**src/rtl/ssp_txfifo.sv**
```systemverilog
// SSP transmit FIFO: buffers APB-written words and hands them to the serial
// transmitter over a valid/ready handshake; flags full and sticky overrun.
module ssp_txfifo #(
  parameter int DATA_WIDTH = 8,
  parameter int DEPTH      = 4,
  parameter int ADDR_WIDTH = 2
) (
  input  logic                  PCLK,
  input  logic                  CLEAR,
  input  logic                  PSEL,
  input  logic                  PWRITE,
  input  logic [DATA_WIDTH-1:0] PWDATA,
  input  logic                  tx_ready,
  output logic [DATA_WIDTH-1:0] TxData,
  output logic                  tx_valid,
  output logic                  SSPTXINTR,
  output logic                  tx_overrun,
  output logic [ADDR_WIDTH:0]   tx_level
);

  localparam logic [ADDR_WIDTH:0]   FULL_CNT = DEPTH[ADDR_WIDTH:0];
  localparam logic [ADDR_WIDTH:0]   CNT_ONE  = {{ADDR_WIDTH{1'b0}}, 1'b1};
  localparam logic [ADDR_WIDTH-1:0] PTR_ONE  = {{(ADDR_WIDTH-1){1'b0}}, 1'b1};

  logic [DATA_WIDTH-1:0] mem [DEPTH];
  logic [ADDR_WIDTH-1:0] rd_ptr;
  logic [ADDR_WIDTH-1:0] wr_ptr;
  logic [ADDR_WIDTH:0]   count;
  logic                  overrun;

  logic full;
  logic write_req;
  logic push;
  logic pop;

  // Full is judged on the registered count, so a pop in the same cycle
  // does not rescue a write attempted while full.
  assign full      = (count == FULL_CNT);
  assign write_req = PSEL & PWRITE;
  assign push      = write_req & ~full;
  assign pop       = tx_valid & tx_ready;

  assign tx_valid   = (count != '0);
  assign TxData     = tx_valid ? mem[rd_ptr] : '0;
  assign SSPTXINTR  = full;
  assign tx_overrun = overrun;
  assign tx_level   = count;

  always_ff @(posedge PCLK or posedge CLEAR) begin
    if (CLEAR) begin
      // NOTE: storage is cleared on reset here because the block's reset
      // contract requires it; a plain FIFO RAM would normally be left
      // unreset so it can map onto memory macros.
      for (int i = 0; i < DEPTH; i++) begin
        mem[i] <= '0;
      end
      rd_ptr  <= '0;
      wr_ptr  <= '0;
      count   <= '0;
      overrun <= 1'b0;
    end else begin
      // NOTE: non-blocking assignments keep every register update based on
      // the values at the start of the cycle, independent of statement order.
      if (push) begin
        mem[wr_ptr] <= PWDATA;
        wr_ptr      <= wr_ptr + PTR_ONE;
      end
      if (pop) begin
        rd_ptr <= rd_ptr + PTR_ONE;
      end
      case ({push, pop})
        2'b10:   count <= count + CNT_ONE;
        2'b01:   count <= count - CNT_ONE;
        default: count <= count;
      endcase
      if (write_req && full) begin
        overrun <= 1'b1;
      end
    end
  end

endmodule
```
**config.mk**
```make
export PLATFORM = sky130hd
export DESIGN_NAME = ssp_txfifo
export DESIGN_NICKNAME = d
export VERILOG_FILES = /design/src/rtl/ssp_txfifo.sv
export SDC_FILE = /design/constraint.sdc
export NUM_CORES = 1
export LEC_CHECK = 0
export ABC_AREA = 1
export CORE_UTILIZATION = 45
export CTS_CLUSTER_SIZE = 25
export DETAILED_ROUTE_END_ITERATION = 10
export GPL_TIMING_DRIVEN = 0
export PLACE_DENSITY = 0.78
export SLEW_MARGIN = 10
export SYNTH_ARGS = -nofsm -noshare
export SYNTH_HDL_FRONTEND = slang
export SYNTH_SLANG_ARGS = --single-unit
```
**constraint.sdc**
```tcl
create_clock -name PCLK -period 2.3 [get_ports PCLK]
set_clock_uncertainty 0.05 [all_clocks]
set_input_delay 0.345 -clock PCLK [delete_from_list [all_inputs] [get_ports PCLK]]
set_output_delay 0.345 -clock PCLK [all_outputs]
set_load 0.005 [all_outputs]
```
# After elaboration in Yosys (flattened, before gate mapping)
# Index checks and enable logic that the tools add are counted.
# word_totals
ff_bits	40
in_bits	13
elab_cells	36
# classes
n_addsub	4
order_cmp	3
eq_ne	3
muxes	8
bitwise	6
n_reduce_logical	4
# op_table
operator	count
bitwise mux 32 bit	1
two-way mux 8 bit	4
binary-select mux 8 bit (select 2 bit)	1
demux 8 bit (select 2 bit)	1
greater-or-equal comparator 3 bit (second input constant)	2
inverter 2 -> 3 bit	2
one-hot mux 3 bit (2 select lines)	1
adder 2 x 1 -> 2 bit (second input constant)	2
adder 3 x 1 -> 3 bit (second input constant)	1
bitwise AND 1 bit	3
equality test 3 bit (second input constant)	1
less-than comparator 3 x 1 -> 1 bit (second input constant)	1
nonzero test 3 bit	1
subtractor 3 x 1 -> 3 bit (second input constant)	1
equality test 2 x 1 -> 1 bit (second input constant)	1
equality test 2 bit (second input constant)	1
logical AND 1 bit	2
nonzero test 2 bit	1
inverter 1 bit	1

# Logic depth before layout (Yosys ltp)
# logic_depth
depth_word	6
ltp_mapped	12
depth_no_buf	12

# Least setup slack after synthesis
# OpenSTA, ideal clock, no wires.
# synth_path
kind	flip-flop to flip-flop
from	register count[0], in the netlist tx_level[0]
to	register count[2], in the netlist tx_level[2]
arrival_time_ns	1.686
path_slack_ns	0.447
path_stages_with_launch	12
path_buffers	1
period_less_slack_ns	1.853
cell_sequence	dfrtp_1 inv_2 nand3_4 buf_12 nand2_1 ha_1 inv_1 fa_1 nand2_1 nand3_1 nand2_1 nand2_1
# synth_between
elab_chain_len	5
elab_cells_between_ends	11
classes_between	2 x add/sub; 3 x eq/ne; 1 x mux; 3 x bitwise; 2 x reduce/logical
# synth_rtl
item	line_no	rtl
from (decl)	28	logic [ADDR_WIDTH:0] count;
from (signal assigned)	72	2'b10: count <= count + CNT_ONE;
from (signal assigned)	73	2'b01: count <= count - CNT_ONE;
from (signal assigned)	74	default: count <= count;
equality test 3 bit	38	assign full = (count == FULL_CNT);
inverter 1 bit	40	assign push = write_req & ~full;
bitwise AND 1 bit	40	
equality test 2 x 1 -> 1 bit or equality test 2 bit (tied branches)	71	case ({push, pop})
one-hot mux 3 bit (2 select lines) or nonzero test 2 bit (tied branches)	n/a	
# Several ways; a longest one is shown, not always the timed one.
# A chain may end at the register's enable or synchronous reset.

# Worst setup path after layout
# layout_path
from	register rd_ptr[0]
to	output port TxData[5]
# layout_between
elab_chain_len	5
# layout_rtl
item	line_no	rtl
from (decl)	26	logic [ADDR_WIDTH-1:0] rd_ptr;
from (signal assigned)	69	rd_ptr <= rd_ptr + PTR_ONE;
inverter 2 -> 3 bit (not written as such)	44	assign TxData = tx_valid ? mem[rd_ptr] : '0;
binary-select mux 8 bit (select 2 bit)	44	
two-way mux 8 bit (not written as such) (2 in series)	44	
two-way mux 8 bit	44	
to (decl)	14	output logic [DATA_WIDTH-1:0] TxData,
# No other way between the ends. The select of a mux whose other input is x is not followed.

==> flow_summary.yaml <==
die:
  floorplan.initialDensity_pct: 47.32
  design.die.area_um2: 5320
  placement_rows: 25
  die_h_um: 72.94
  core_um2: 4786
  boundaryPins: 27
  die-width_um: 72.94
place:
  post-place-cells: 386
  gp_routability_congestion: 0.8185
  io_buffer_count: 26
  detail_placement_hpwl_um: 3892
  placed_cell_area_um2: 2629
clocking:
  htree_num_levels: 2
  postCtsHoldBufs: 0
  cts_tree: "done"
  resized_after_cts: 2
  clk_transition_reported_paths_ps: 80
  cts-buffers-inserted: 5
  clock_tree.buffer_depth: 2
  clock_insertion_delay_worst_skew_ps: 290
  root_cell_of_the_clock_tree: "sky130_fd_sc_hd__clkbuf_8"
  cts_setup_buffers: 0
  cts_sinks: 40
sta:
  fin_worst_hold_slack_ps: 300.8
  achievable-frequency_mhz: 452.6
  worst_slew_margin_rel_pct: 73.15
  period_minus_slack_ps: 2209
  finalSetupTns_ps: 0
  timing.final.max_slew_violations: 0
  final.period_utilization_pct: 96.06
  finalSetupViolations: 0
  grt_setup_unrepaired: "false"
  tightest_slew_ps: 401.6
  hold_viol: 0
drt:
  detailroute.via_count: 2024
  final_antenna_net_count: 0
  first_iter_violations: 130
  drt_pre_antenna_iters: 5
  detail_route.wirelength_um: 5489
  drc_errors_left: 0
  vias_per_cell: 5.150
  routed_wire_length_per_instance_um: 13.97
grt:
  total_congestion_overflow_after_global_routing: 0
  number_of_global_route_vias_before_repair: 1868
  grt_usage_pct: 23.12
  grt_first_pass_wirelength_um: 9066
  grt_antenna_before_repair: 0
  grt_max_degree: 26
synthesis:
  synth_area_leader_cell: "sky130_fd_sc_hd__dfrtp_1"
  synthesis.nets: 311
  mappedNetlistArea_um2: 2265
  ys_ff_latch: 40
  synth_largest_type_area_fraction_pct: 44.20
  post_synth_most_frequent_cells: "sky130_fd_sc_hd__nand2_1, sky130_fd_sc_hd__inv_1, sky130_fd_sc_hd__dfrtp_1"
  synth.most_common_cell: "sky130_fd_sc_hd__nand2_1"
  synth.lib_cells_used.distinct: 20
  yosysSeqAreaShare_pct: 44.20
  yosys_warning_total: 0
  synth_async_sr_flop_share_pct: 100.0
  postSynthAreaPerCell_um2: 7.756
  syn_inst: 292
  number_of_synthesized_flops_with_an_enable_pin: 0
  dominantRegCellSynth: "sky130_fd_sc_hd__dfrtp_1"
  synth_area_leaders: "sky130_fd_sc_hd__dfrtp_1, sky130_fd_sc_hd__nand2_1, sky130_fd_sc_hd__nand4_1"
critical_path:
  critical_path_peak_fanout: 10
  element_type_at_the_critical_path_end: "primary output"
  crit_type: "reg2out"
  cp.required_ps: 1900
  startpoint_types: "flop"
  worst_ep_arrival_time_ps: 1810
  regToRegStartpoint: "tx_level[0]"
  worst_setup_path_startpoint: "rd_ptr[0]"
layout:
  nFillCells: 454
  finish.net_count: 345
  area_growth_syn_to_layout_pct: 21.49
  regArea_um2: 1001
  final_layout_size_suffix_gt1_share_pct: 11.66
  count_of_non_filler_cells_in_the_finished_layout: 393
  fin_area_um2: 2751
  multi_input_area_um2: 952.2
  num_antenna_cells: 0
power:
  power.leakage_nw: 1.477
  post-layout-total-power_w: 0.003776
  vdd_ir_drop_max_v: 0.0006921
  power-per-cell-area_nw_per_um2: 1372
job:
  max-cap-violations: 0
min_path:
  hp-class: "in2async"
outcome:
  run_status: "finished clean"
[where the power goes]
part	internal, W	leakage [nW]	switching [W]
registers	0.00104	0.498	0.000201
clock network	0.000267	0.0503	0.000237
logic	0.000925	0.929	0.00111
total	0.00223	1.48	0.00155
[through the flow]
stage / util, % / setup WS, ps
floorplan: - / 446.9
global placement: 54.51 / 52.73
detailed placement: 54.93 / 31.10
CTS: 57.10 / 18.52
global route: 57.49 / 7.830
finish: 57.49 / 90.70
[layer usage]
layer / GRT usage, % / wire length, µm / vias up / part of all wire, %
li1: - / - / 995 / -
met1: 32.14 / 2473 / 953 / 45
met2: 37.07 / 2574 / 67 / 47
met3: 4.282 / 369 / 9 / 6.7
met4: 6.536 / 71 / 0 / 1.3
met5: 0 / 0 / - / 0
[flip-flops by register name, summed over array words and instances, names as in the netlist]
signal      cells
tx_level        3
wr_ptr          2
tx_overrun      1
rd_ptr          2
mem            32
[final timing paths]
kind	end	slack, ps	cells past startpoint
min in group PCLK	mem[25]	420	2
min reg2reg	mem[25]	420	2
max in group asynchronous	tx_level[2]	1440	3
max reg2reg	tx_level[2]	300	11
min	mem[28]	300	2
max	TxData[5]	90	6
[layout by cell type (no fill, tap or decap)]
master                            instances
sky130_fd_sc_hd__o21bai_2                 1
sky130_fd_sc_hd__nand3_2                  2
sky130_fd_sc_hd__nand3_1                 23
sky130_fd_sc_hd__o21ai_0                  2
sky130_fd_sc_hd__xnor2_1                  2
sky130_fd_sc_hd__a21oi_2                  4
sky130_fd_sc_hd__nand2_1                111
sky130_fd_sc_hd__inv_4                    1
sky130_fd_sc_hd__buf_8                    3
sky130_fd_sc_hd__dlymetal6s2s_1           2
sky130_fd_sc_hd__nand3_4                  1
sky130_fd_sc_hd__buf_2                    5
sky130_fd_sc_hd__clkdlybuf4s50_1         24
sky130_fd_sc_hd__clkbuf_8                 7
sky130_fd_sc_hd__ha_1                     5
sky130_fd_sc_hd__dfrtp_1                 40
sky130_fd_sc_hd__buf_12                   2
sky130_fd_sc_hd__nand4_1                 33
sky130_fd_sc_hd__inv_2                    5
sky130_fd_sc_hd__fa_1                     1
sky130_fd_sc_hd__a21oi_1                  4
sky130_fd_sc_hd__buf_6                    3
sky130_fd_sc_hd__inv_1                   41
sky130_fd_sc_hd__buf_4                    4
[worst max-delay path, stage by stage (launching register included)]
cell                              delay (ps)
sky130_fd_sc_hd__dfrtp_1                 370
sky130_fd_sc_hd__buf_6                   150
sky130_fd_sc_hd__buf_4                   170
sky130_fd_sc_hd__nand2_1                  70
sky130_fd_sc_hd__nand3_1                  80
sky130_fd_sc_hd__a21oi_2                 170
sky130_fd_sc_hd__clkdlybuf4s50_1         520
[layout make-up]
class / count / share of cell area, %
flip-flops and latches: 40 / 36.38
multi-input cells: 189 / 34.61
repair buffers: 27 / 10.37
inverters: 47 / 6.503
plain buffers: 16 / 5.593
clock buffers: 7 / 3.502
well taps: 67 / 3.047
[cells by family after synthesis]
group	after synthesis	synth area share, %
AO/OA/AOI/OAI	11	2.707
AND/OR/NAND/NOR	170	34.25
adder cells (fa/ha/maj)	6	3.646
XOR/XNOR	2	0.7736
flip-flops	40	44.20
buffers and inverters	63	14.42
Power figures use the tool's default switching activity.
